[config.mk]
export PLATFORM = sky130hd
export DESIGN_NAME = uart_alu_master_flat
export DESIGN_NICKNAME = d
export VERILOG_FILES = /design/src/rtl/uart_alu_pkg.sv /design/src/rtl/uart_alu_master_if.sv /design/src/rtl/uart_alu_timeout.sv /design/src/rtl/uart_alu_master.sv /design/src/flat_wrapper.sv
export SDC_FILE = /design/constraint.sdc
export NUM_CORES = 1
export LEC_CHECK = 0
export CORE_MARGIN = 1
export CORE_UTILIZATION = 47
export DETAILED_ROUTE_END_ITERATION = 8
export PLACE_DENSITY = 0.86
export SYNTH_ARGS = -nofsm -noshare
export SYNTH_HDL_FRONTEND = slang
export SYNTH_HIERARCHICAL = 1
export SYNTH_SLANG_ARGS = --single-unit
export TNS_END_PERCENT = 5
[constraint.sdc]
create_clock -name i_clk -period 2.21 [get_ports i_clk]
set_input_delay 0.442 -clock i_clk [delete_from_list [all_inputs] [get_ports i_clk]]
set_output_delay 0.442 -clock i_clk [all_outputs]
set_load 0.005 [all_outputs]
[src/rtl/uart_alu_pkg.sv]
// Shared definitions for the UART ALU byte protocol: FSM encoding, byte-slot
// indices and the opcode set understood by the ALU at the far end of the link.
package uart_alu_pkg;

  typedef enum logic [2:0] {
    StIdle    = 3'd0,
    StSend    = 3'd1,
    StWaitTx  = 3'd2,
    StWaitRes = 3'd3,
    StResp    = 3'd4
  } state_e;

  localparam logic [1:0] IDX_A  = 2'd0;
  localparam logic [1:0] IDX_B  = 2'd1;
  localparam logic [1:0] IDX_OP = 2'd2;

  localparam logic [5:0] OP_SRL = 6'h02;
  localparam logic [5:0] OP_SRA = 6'h03;
  localparam logic [5:0] OP_ADD = 6'h20;
  localparam logic [5:0] OP_SUB = 6'h22;
  localparam logic [5:0] OP_AND = 6'h24;
  localparam logic [5:0] OP_OR  = 6'h25;
  localparam logic [5:0] OP_XOR = 6'h26;
  localparam logic [5:0] OP_NOR = 6'h27;

endpackage

[src/rtl/uart_alu_master_if.sv]
// Request, UART TX/RX and response signals of uart_alu_master. The master
// modport is the block's own view; slave is the view of its surroundings.
interface uart_alu_master_if #(
  parameter int unsigned DATA_BITS = 8,
  parameter int unsigned OP_BITS   = 6
);

  logic                 i_req_valid;
  logic                 o_req_ready;
  logic [DATA_BITS-1:0] i_req_a;
  logic [DATA_BITS-1:0] i_req_b;
  logic [OP_BITS-1:0]   i_req_op;
  logic                 o_tx_start;
  logic [DATA_BITS-1:0] o_tx_data;
  logic                 i_tx_done;
  logic                 i_rx_done;
  logic [DATA_BITS-1:0] i_rx_data;
  logic                 o_resp_valid;
  logic [DATA_BITS-1:0] o_resp_data;
  logic                 o_resp_timeout;
  logic                 o_busy;

  modport master (
    input  i_req_valid, i_req_a, i_req_b, i_req_op, i_tx_done, i_rx_done, i_rx_data,
    output o_req_ready, o_tx_start, o_tx_data, o_resp_valid, o_resp_data, o_resp_timeout,
           o_busy
  );

  modport slave (
    output i_req_valid, i_req_a, i_req_b, i_req_op, i_tx_done, i_rx_done, i_rx_data,
    input  o_req_ready, o_tx_start, o_tx_data, o_resp_valid, o_resp_data, o_resp_timeout,
           o_busy
  );

endinterface

[src/rtl/uart_alu_timeout.sv]
// Cycle counter for the result wait: held at zero by i_clear, counts while
// i_enable, and flags the terminal count CYCLES-1.
module uart_alu_timeout #(
  parameter int unsigned CYCLES = 16
) (
  input  logic i_clk,
  input  logic i_reset,
  input  logic i_clear,
  input  logic i_enable,
  output logic o_expired
);

  localparam int unsigned CntW = $clog2(CYCLES);
  localparam logic [CntW-1:0] Last = CntW'(CYCLES - 1);

  logic [CntW-1:0] cnt_q, cnt_d;

  always_comb begin
    cnt_d = cnt_q;
    if (i_clear) begin
      cnt_d = '0;
    end else if (i_enable) begin
      cnt_d = cnt_q + 1'b1;
    end
  end

  always_ff @(posedge i_clk) begin
    if (i_reset) begin
      cnt_q <= '0;
    end else begin
      cnt_q <= cnt_d;
    end
  end

  assign o_expired = (cnt_q == Last);

endmodule

[src/rtl/uart_alu_master.sv]
// Host-side initiator: sends A, B, op as three UART bytes and waits for the result byte.
// Define UART_ALU_MASTER_TIMEOUT_EN to bound the result wait to TIMEOUT_CYCLES.
module uart_alu_master
  import uart_alu_pkg::*;
#(
  parameter int unsigned DATA_BITS      = 8,
  parameter int unsigned OP_BITS        = 6,
  parameter int unsigned TIMEOUT_CYCLES = 50000
) (
  input logic              i_clk,
  input logic              i_reset,
  uart_alu_master_if.master bus
);

  state_e               state_q, state_d;
  logic [1:0]           idx_q, idx_d;
  logic [DATA_BITS-1:0] a_q, a_d;
  logic [DATA_BITS-1:0] b_q, b_d;
  logic [OP_BITS-1:0]   op_q, op_d;
  logic                 tx_start_q, tx_start_d;
  logic [DATA_BITS-1:0] tx_data_q, tx_data_d;
  logic                 resp_valid_q, resp_valid_d;
  logic [DATA_BITS-1:0] resp_data_q, resp_data_d;
  logic                 busy_q, busy_d;

  function automatic logic [DATA_BITS-1:0] tx_byte(input logic [1:0]           idx,
                                                   input logic [DATA_BITS-1:0] a,
                                                   input logic [DATA_BITS-1:0] b,
                                                   input logic [OP_BITS-1:0]   op);
    case (idx)
      IDX_A:   tx_byte = a;
      IDX_B:   tx_byte = b;
      default: tx_byte = DATA_BITS'(op);
    endcase
  endfunction

`ifdef UART_ALU_MASTER_TIMEOUT_EN
  logic resp_timeout_q, resp_timeout_d;
  logic expired;

  uart_alu_timeout #(
    .CYCLES(TIMEOUT_CYCLES)
  ) u_timeout (
    .i_clk     (i_clk),
    .i_reset   (i_reset),
    .i_clear   (state_q != StWaitRes),
    .i_enable  (state_q == StWaitRes),
    .o_expired (expired)
  );
`else
  localparam int unsigned unused_timeout_cycles = TIMEOUT_CYCLES;
`endif

  always_comb begin
    state_d      = state_q;
    idx_d        = idx_q;
    a_d          = a_q;
    b_d          = b_q;
    op_d         = op_q;
    tx_start_d   = 1'b0;
    tx_data_d    = tx_data_q;
    resp_valid_d = 1'b0;
    resp_data_d  = resp_data_q;
`ifdef UART_ALU_MASTER_TIMEOUT_EN
    resp_timeout_d = resp_timeout_q;
`endif
    unique case (state_q)
      StIdle: begin
        if (bus.i_req_valid) begin
          a_d        = bus.i_req_a;
          b_d        = bus.i_req_b;
          op_d       = bus.i_req_op;
          idx_d      = IDX_A;
          tx_start_d = 1'b1;
          state_d    = StSend;
        end
      end
      StSend: state_d = StWaitTx;
      StWaitTx: begin
        if (bus.i_tx_done) begin
          if (idx_q == IDX_OP) begin
            state_d = StWaitRes;
          end else begin
            idx_d      = idx_q + 2'd1;
            tx_start_d = 1'b1;
            state_d    = StSend;
          end
        end
      end
      StWaitRes: begin
        // Data on the terminal count cycle takes priority over the timeout.
        if (bus.i_rx_done) begin
          resp_data_d  = bus.i_rx_data;
          resp_valid_d = 1'b1;
          state_d      = StResp;
`ifdef UART_ALU_MASTER_TIMEOUT_EN
          resp_timeout_d = 1'b0;
        end else if (expired) begin
          resp_data_d    = '0;
          resp_timeout_d = 1'b1;
          resp_valid_d   = 1'b1;
          state_d        = StResp;
`endif
        end
      end
      StResp:  state_d = StIdle;
      default: state_d = StIdle;
    endcase
    if (tx_start_d) begin
      tx_data_d = tx_byte(idx_d, a_d, b_d, op_d);
    end
    busy_d = (state_d != StIdle);
  end

  always_ff @(posedge i_clk) begin
    if (i_reset) begin
      state_q      <= StIdle;
      idx_q        <= IDX_A;
      a_q          <= '0;
      b_q          <= '0;
      op_q         <= '0;
      tx_start_q   <= 1'b0;
      tx_data_q    <= '0;
      resp_valid_q <= 1'b0;
      resp_data_q  <= '0;
      busy_q       <= 1'b0;
`ifdef UART_ALU_MASTER_TIMEOUT_EN
      resp_timeout_q <= 1'b0;
`endif
    end else begin
      state_q      <= state_d;
      idx_q        <= idx_d;
      a_q          <= a_d;
      b_q          <= b_d;
      op_q         <= op_d;
      tx_start_q   <= tx_start_d;
      tx_data_q    <= tx_data_d;
      resp_valid_q <= resp_valid_d;
      resp_data_q  <= resp_data_d;
      busy_q       <= busy_d;
`ifdef UART_ALU_MASTER_TIMEOUT_EN
      resp_timeout_q <= resp_timeout_d;
`endif
    end
  end

  assign bus.o_req_ready  = (state_q == StIdle) && !i_reset;
  assign bus.o_tx_start   = tx_start_q;
  assign bus.o_tx_data    = tx_data_q;
  assign bus.o_resp_valid = resp_valid_q;
  assign bus.o_resp_data  = resp_data_q;
  assign bus.o_busy       = busy_q;
`ifdef UART_ALU_MASTER_TIMEOUT_EN
  assign bus.o_resp_timeout = resp_timeout_q;
`else
  assign bus.o_resp_timeout = 1'b0;
`endif

endmodule
[src/flat_wrapper.sv]
// flat-port wrapper written by rule: the top's interface ports become plain ports
module uart_alu_master_flat import uart_alu_pkg::*;
#(
  parameter int unsigned DATA_BITS      = 8,
  parameter int unsigned OP_BITS        = 6,
  parameter int unsigned TIMEOUT_CYCLES = 50000
)
  (i_clk, i_reset, bus_i_req_valid, bus_i_req_a, bus_i_req_b, bus_i_req_op, bus_i_tx_done, bus_i_rx_done, bus_i_rx_data, bus_o_req_ready, bus_o_tx_start, bus_o_tx_data, bus_o_resp_valid, bus_o_resp_data, bus_o_resp_timeout, bus_o_busy);
  uart_alu_master_if #(.DATA_BITS(DATA_BITS), .OP_BITS(OP_BITS)) bus_i ();
  input logic i_clk;
  input logic i_reset;
  input wire logic [$bits(bus_i.i_req_valid)-1:0] bus_i_req_valid;
  input wire logic [$bits(bus_i.i_req_a)-1:0] bus_i_req_a;
  input wire logic [$bits(bus_i.i_req_b)-1:0] bus_i_req_b;
  input wire logic [$bits(bus_i.i_req_op)-1:0] bus_i_req_op;
  input wire logic [$bits(bus_i.i_tx_done)-1:0] bus_i_tx_done;
  input wire logic [$bits(bus_i.i_rx_done)-1:0] bus_i_rx_done;
  input wire logic [$bits(bus_i.i_rx_data)-1:0] bus_i_rx_data;
  output wire logic [$bits(bus_i.o_req_ready)-1:0] bus_o_req_ready;
  output wire logic [$bits(bus_i.o_tx_start)-1:0] bus_o_tx_start;
  output wire logic [$bits(bus_i.o_tx_data)-1:0] bus_o_tx_data;
  output wire logic [$bits(bus_i.o_resp_valid)-1:0] bus_o_resp_valid;
  output wire logic [$bits(bus_i.o_resp_data)-1:0] bus_o_resp_data;
  output wire logic [$bits(bus_i.o_resp_timeout)-1:0] bus_o_resp_timeout;
  output wire logic [$bits(bus_i.o_busy)-1:0] bus_o_busy;
  assign bus_i.i_req_valid = bus_i_req_valid;
  assign bus_i.i_req_a = bus_i_req_a;
  assign bus_i.i_req_b = bus_i_req_b;
  assign bus_i.i_req_op = bus_i_req_op;
  assign bus_i.i_tx_done = bus_i_tx_done;
  assign bus_i.i_rx_done = bus_i_rx_done;
  assign bus_i.i_rx_data = bus_i_rx_data;
  assign bus_o_req_ready = bus_i.o_req_ready;
  assign bus_o_tx_start = bus_i.o_tx_start;
  assign bus_o_tx_data = bus_i.o_tx_data;
  assign bus_o_resp_valid = bus_i.o_resp_valid;
  assign bus_o_resp_data = bus_i.o_resp_data;
  assign bus_o_resp_timeout = bus_i.o_resp_timeout;
  assign bus_o_busy = bus_i.o_busy;
  uart_alu_master #(.DATA_BITS(DATA_BITS), .OP_BITS(OP_BITS), .TIMEOUT_CYCLES(TIMEOUT_CYCLES)) u_core (.i_clk(i_clk), .i_reset(i_reset), .bus(bus_i));
endmodule
-- Word level (Yosys, flattened, before mapping)
Index checks and enable logic that the tools add are counted.
- output and inout port bits: 21
- flip-flop bits (word level): 46
- logic and storage cells: 45
- bits of input ports: 35
- mux-type cells: 21
- reductions and logical operators: 7
- add/sub/neg operators: 1
- bitwise logic cells: 1
- equality and inequality tests: 5
- operator list (kind ; count):
    2-to-1 mux 8 bit ; 4
    case mux 8 bit (2 select lines) ; 1
    2-to-1 mux 6 bit ; 2
    case mux 3 bit (4 select lines) ; 1
    2-to-1 mux 3 bit ; 3
    2-to-1 mux 2 bit ; 4
    equality test 3 x 2 -> 1 bit, second input constant ; 2
    2-to-1 mux 1 bit ; 4
    case mux 2 bit (2 select lines) ; 1
    equality test 3 x 1 -> 1 bit, second input constant ; 1
    logical NOT 3 bit ; 1
    nonzero test 3 bit ; 1
    adder 2 x 1 -> 2 bit, second input constant ; 1
    equality test 2 x 1 -> 1 bit, second input constant ; 1
    equality test 2 bit, second input constant ; 1
    logical NOT 2 bit ; 1
    case mux 1 bit (2 select lines) ; 1
    AND reduction 2 bit ; 1
    OR reduction 2 bit ; 1
    logical AND 1 bit ; 1
    logical NOT 1 bit ; 1
    NOT 1 bit ; 1

-- Longest topological paths before layout
- word-level depth: 6
- gate-level depth with buffers: 8
- mapped depth without buffers: 7

-- Worst setup path after synthesis
OpenSTA, ideal clock, no wires.
- kind: reg2reg
- start point: register u_core.state_q[1]
- end point: register u_core.tx_data_q[2] (netlist: u_core/bus.o_tx_data[2])
- required time: 2.088 ns
- clock period less this slack: 1.735 ns
- path buffers: 2
- stages on the path, launching flop included: 8
- setup slack: 0.475 ns
- data arrival time: 1.613 ns
- setup time: 0.122 ns
- path through: dfxtp_1 -> buf_6 -> nand2b_4 -> nor3_4 -> buf_6 -> mux2i_1 -> and2b_1 -> a221o_1
- longest elaborated chain between the ends: 4
- elaborated cells between the ends (all ways): 10
- classes of those cells: eq/ne: 2; mux: 6; reduce/logical: 2
- RTL lines (what ; RTL line ; source):
    from (decl) ; uart_alu_master.sv:15 ; state_e state_q, state_d;
    from (signal assigned) ; uart_alu_master.sv:117 ; state_q <= StIdle;
    from (signal assigned) ; uart_alu_master.sv:131 ; state_q <= state_d;
    equality test 3 x 2 -> 1 bit or logical NOT 3 bit (tied branches) ; uart_alu_master.sv:67 ; unique case (state_q)
    case mux 2 bit (2 select lines) ; uart_alu_master.sv:67 ;
    equality test 2 x 1 -> 1 bit or logical NOT 2 bit (tied branches) ; uart_alu_master.sv:30 ; case (idx)
    case mux 8 bit (2 select lines) ; uart_alu_master.sv:30 ;
    to (signal assigned) ; uart_alu_master.sv:137 ; tx_data_q <= tx_data_d;
    to (decl) ; uart_alu_master.sv:21 ; logic [DATA_BITS-1:0] tx_data_q, tx_data_d;
Several ways; a longest one is shown, not always the timed one.
A chain may end at the register's enable or synchronous reset.

-- Worst setup path after layout
- start point: register u_core.state_q[0]
- end point: output bus_o_req_ready
- longest elaborated chain between the ends: 2
- RTL lines (what ; RTL line ; source):
    logical NOT 3 bit ; uart_alu_master.sv:147 ; assign bus.o_req_ready = (state_q == StIdle) && !i_reset;
    logical AND 1 bit ; uart_alu_master.sv:147 ;
    to (decl) ; flat_wrapper.sv:19 ; output wire logic [$bits(bus_i.o_req_ready)-1:0] bus_o_req_ready;
No other way between the ends.

==> results.md <==
| Group | Quantity | Value |
|---|---|---|
| detailed routing | Wire per inst | 13.49 um |
| placed design | Estimated wirelength of the detail-placed design | 2780 um |
| floorplan | Top Ports | 56 |
| sta | Total of endpoints with negative setup slack in the final report | 0 |
| sta | Max Clock Freq | 489.6 MHz |
| floorplan | Total number of placement rows | 22 |
| cells and area | Share of layout cells above drive strength 1 | 9.677% |
| floorplan | Horizontal die dimension | 66.11 um |
| sta | Worst slew margin relative to its limit | 47.45% |
| sta | Final min period | 2.042 ns |
| worst setup path | Top delay family on crit path | buffers and inverters |
| logic synthesis | Area share of the largest cell type after synthesis | 47.67% |
| run status | Result of the run | completed |
| sta | Period utilisation layout | 92.42% |
| clock tree | Worst-case clock buffer depth | 2 |
| worst setup path | Critical path, cell by cell | nor4_1, clkdlybuf4s50_1 |
| sta | RSZ-0062 raised after global routing | no |
| cells and area | # fillers | 303 |
| logic synthesis | Top cells by area, synth | sky130_fd_sc_hd__dfxtp_1 (48%), sky130_fd_sc_hd__mux2i_1 (16%), sky130_fd_sc_hd__nor2_1 (5.6%) |
| clock tree | Clock tree sinks | 46 |
| detailed routing | Final ANT Viol Nets | 0 |
| cells and area | Synthesis-to-layout area growth | 34.65% |
| power and ir drop | Final Power | 0.001807 W |
| clock tree | Number of levels the H-tree was split into | 2 |
| global routing | Largest net degree at the start of global routing | 39 |
| sta | Clk_skew | 0.008624 ns |
| clock tree | Quantity of hold-fixing buffers added after cts | 0 |
| floorplan | Core box area | 3799 um^2 |
| sta | Transition at the pin with the smallest max-transition slack | 0.7882 ns |
| floorplan | Starting utilization of the core area | 50.86% |
| logic synthesis | Register bit total from synthesis | 46 |
| logic synthesis | Synthesized area | 1932 um^2 |
| logic synthesis | Post-synth EDFFs | 0 |
| logic synthesis | Sequential area share after synthesis | 47.67% |
| cells and area | Number of nets in the layout | 284 |
| power and ir drop | Leakage power | 1.020 nW |
| worst setup path | Kind of end point of the critical path | primary output |
| clock tree | Number of gates resized after cts | 0 |
| clock tree | Clock edge transition at the registers on the reported setup and hold paths | 0.07 ns |
| detailed routing | Post-route DRC violation count | 0 |
| floorplan | Overall die height | 66.11 um |
| logic synthesis | Area leader, netlist | sky130_fd_sc_hd__dfxtp_1 |
| logic synthesis | Post-synthesis net count | 228 |
| sta | Final Hold Fails | 0 |
| worst setup path | Start-to-end type of the worst setup path | flop to primary output |
| detailed routing | Vias per cell | 5.054 |
| logic synthesis | Post-synthesis cell count | 191 |
| logic synthesis | Count of distinct cell types in the synthesized netlist | 33 |
| clock tree | Total clock buffers created by CTS | 5 |
| logic synthesis | Ys async rst share | 0% |
| worst setup path | Setup crit start kind | flop |
| worst hold path | Class of the tightest hold or removal check | flop to flop |
| worst setup path | Worst path required time | 1.77 ns |
| worst setup path | Depth of the worst register-to-register path | 5 |
| power and ir drop | Total power divided by cell area | 694.8 nW/um^2 |
| logic synthesis | Most instantiated flip-flop cell in the synthesis netlist | sky130_fd_sc_hd__dfxtp_1 |
| power and ir drop | Peak supply drop | 506.0 uV |
| detailed routing | DRT Pass-1 Iters | 4 |
| logic synthesis | Post-Synthesis Mean Instance Area | 10.11 um^2 |
| worst setup path | Data arrival time at the worst-slack endpoint | 1.60 ns |
| detailed routing | DR iter-0 viols | 131 |
| clock tree | Setup fix buffers added after clock tree synthesis | 0 |
| clock tree | TritonCTS clock tree | built |
| floorplan | Area of the die | 4371 um^2 |
| global routing | Initial antenna violation count | 0 |
| detailed routing | Total number of vias | 1496 |
| placed design | Final RePlAce weighted congestion | 0.7461 |
| logic synthesis | Number of warnings issued by yosys | 6 |
| cells and area | Number of diodes added for antenna fixing | 0 |
| global routing | Residual overflow from global routing | 0 |
| worst setup path | Peak fanout along the critical path | 11 |
| sta | Post-Route Setup TNS | 0 ns |
| worst hold path | Worst hold path depth | 2 |
| placed design | Port Buffer Count | 54 |
| clock tree | Root buffer cell | sky130_fd_sc_hd__clkbuf_8 |
| global routing | Vias in the first global route | 1503 |
| run | Max-cap violations | 0 |
| clock tree | Source-to-sink clock delay at the later pin of the worst-skew pair | 0.30 ns |
| detailed routing | Routed Wire Length | 3993 um |
| worst setup path | Stages on worst setup path | 2 |
| worst setup path | Crit-path slowest cell | sky130_fd_sc_hd__clkdlybuf4s50_1 |
| global routing | Wire length of the first global-routing pass | 6727 um |
| worst setup path | Worst path max stage delay | 0.55 ns |
| worst setup path | Combined buffer and inverter count along the critical path | 1 |
| sta | Number of pins with negative max-slew slack in the final report | 0 |
| global routing | Total routing resource utilization after global routing | 20.84% |
[final timing paths]
check | from | to | slack [ns]
setup reg to reg | u_core/state_q[0]$_SDFF_PP0_ | u_core/bus.o_tx_data[4]$_SDFFE_PP0P_ | 0.38
hold / removal | u_core/bus.o_resp_data[0]$_SDFFE_PP0P_ | u_core/bus.o_resp_data[0]$_SDFFE_PP0P_ | 0.46
setup / recovery | u_core/state_q[0]$_SDFF_PP0_ | bus_o_req_ready | 0.17
hold reg to reg | u_core/bus.o_resp_data[0]$_SDFFE_PP0P_ | u_core/bus.o_resp_data[0]$_SDFFE_PP0P_ | 0.46
[logic make-up after synthesis]
kind of cell	after synthesis	synth area share (%)
fa+ha+maj	2	1.295
simple gates	69	18.20
other cells	1	0.1941
flops	46	47.67
mux	31	16.06
buf+inv	15	5.893
compound gates	27	10.69
[per-stage QoR]
stage | utilization [%] | worst slack (ns) | cell area, um^2 | cells | hold slack [ns]
detailed placement | 65.68 | -0.05440 | 2495 | 288 | 0.4459
CTS | 68.48 | 0.1400 | 2601 | 296 | 0.4563
global placement | 65.68 | -0.007300 | 2495 | 288 | 0.4429
floorplan | - | 0.4749 | 1932 | 191 | 0.4495
global route | 68.48 | 0.07928 | 2601 | 296 | 0.4817
finish | 68.48 | 0.1675 | 2601 | 296 | 0.4578
[worst register-to-register path, cell delays in order (launching register included)]
cell and delay, ns:
sky130_fd_sc_hd__dfxtp_1 0.61, sky130_fd_sc_hd__nand2b_1 0.24, sky130_fd_sc_hd__nor2_1 0.07, sky130_fd_sc_hd__a21o_2 0.32, sky130_fd_sc_hd__mux2i_1 0.16, sky130_fd_sc_hd__a221o_1 0.34
[cells in the final DEF (no fill, tap or decap), types with 2 or more instances in the layout]
cell type,count
sky130_fd_sc_hd__and2b_1,6
sky130_fd_sc_hd__a22o_1,2
sky130_fd_sc_hd__a221o_1,6
sky130_fd_sc_hd__buf_4,6
sky130_fd_sc_hd__clkbuf_1,2
sky130_fd_sc_hd__mux2i_1,31
sky130_fd_sc_hd__inv_1,3
sky130_fd_sc_hd__nand2_1,19
sky130_fd_sc_hd__nor3_1,3
sky130_fd_sc_hd__nor2_1,29
sky130_fd_sc_hd__ha_1,2
sky130_fd_sc_hd__clkbuf_8,5
sky130_fd_sc_hd__a21oi_1,14
sky130_fd_sc_hd__clkdlybuf4s50_1,54
sky130_fd_sc_hd__dfxtp_1,46
[per-layer routing]
metal / routed length (um) / GRT usage (%)
met5: 0 / 0
met1: 1789 / 24.44
met4: 80 / 9.574
met2: 1965 / 35.46
met3: 158 / 5.172
[state kept, by name (all words and copies together) (netlist names)]
register / flops
u_core/bus.o_busy: 1
u_core/bus.o_resp_data: 8
u_core/a_q: 8
u_core/idx_q: 2
u_core/bus.o_tx_start: 1
u_core/op_q: 6
u_core/b_q: 8
u_core/state_q: 3
u_core/bus.o_tx_data: 8
u_core/bus.o_resp_valid: 1
[layout make-up]
type / count / area [um^2] / area share, %
Sequential cell: 46 / 920.9 / 35.40
Multi-Input combinational cell: 130 / 897.1 / 34.49
Clock buffer: 7 / 76.32 / 2.934
Tap cell: 48 / 60.06 / 2.309
Timing Repair Buffer: 61 / 605.6 / 23.28
Clock inverter: 1 / 30.03 / 1.154
Inverter: 3 / 11.26 / 0.4329
[report_power, final]
| part | switching (W) | internal (W) |
|---|---|---|
| registers | 0.0000250 | 0.000878 |
| logic | 0.000124 | 0.000178 |
| clock network | 0.000264 | 0.000338 |
| total | 0.000413 | 0.00139 |
[cells in the mapped netlist, types with 3 or more instances]
cell                       count
sky130_fd_sc_hd__dfxtp_1      46
sky130_fd_sc_hd__mux2i_1      31
sky130_fd_sc_hd__nor2_1       29
sky130_fd_sc_hd__nand2_1      19
sky130_fd_sc_hd__a21oi_1      14
sky130_fd_sc_hd__a221o_1       6
sky130_fd_sc_hd__and2b_1       6
sky130_fd_sc_hd__buf_6         4
sky130_fd_sc_hd__clkbuf_1      4
sky130_fd_sc_hd__buf_4         3
sky130_fd_sc_hd__inv_1         3
sky130_fd_sc_hd__nor3_1        3
Note: power is estimated with default switching activity, not from simulation.
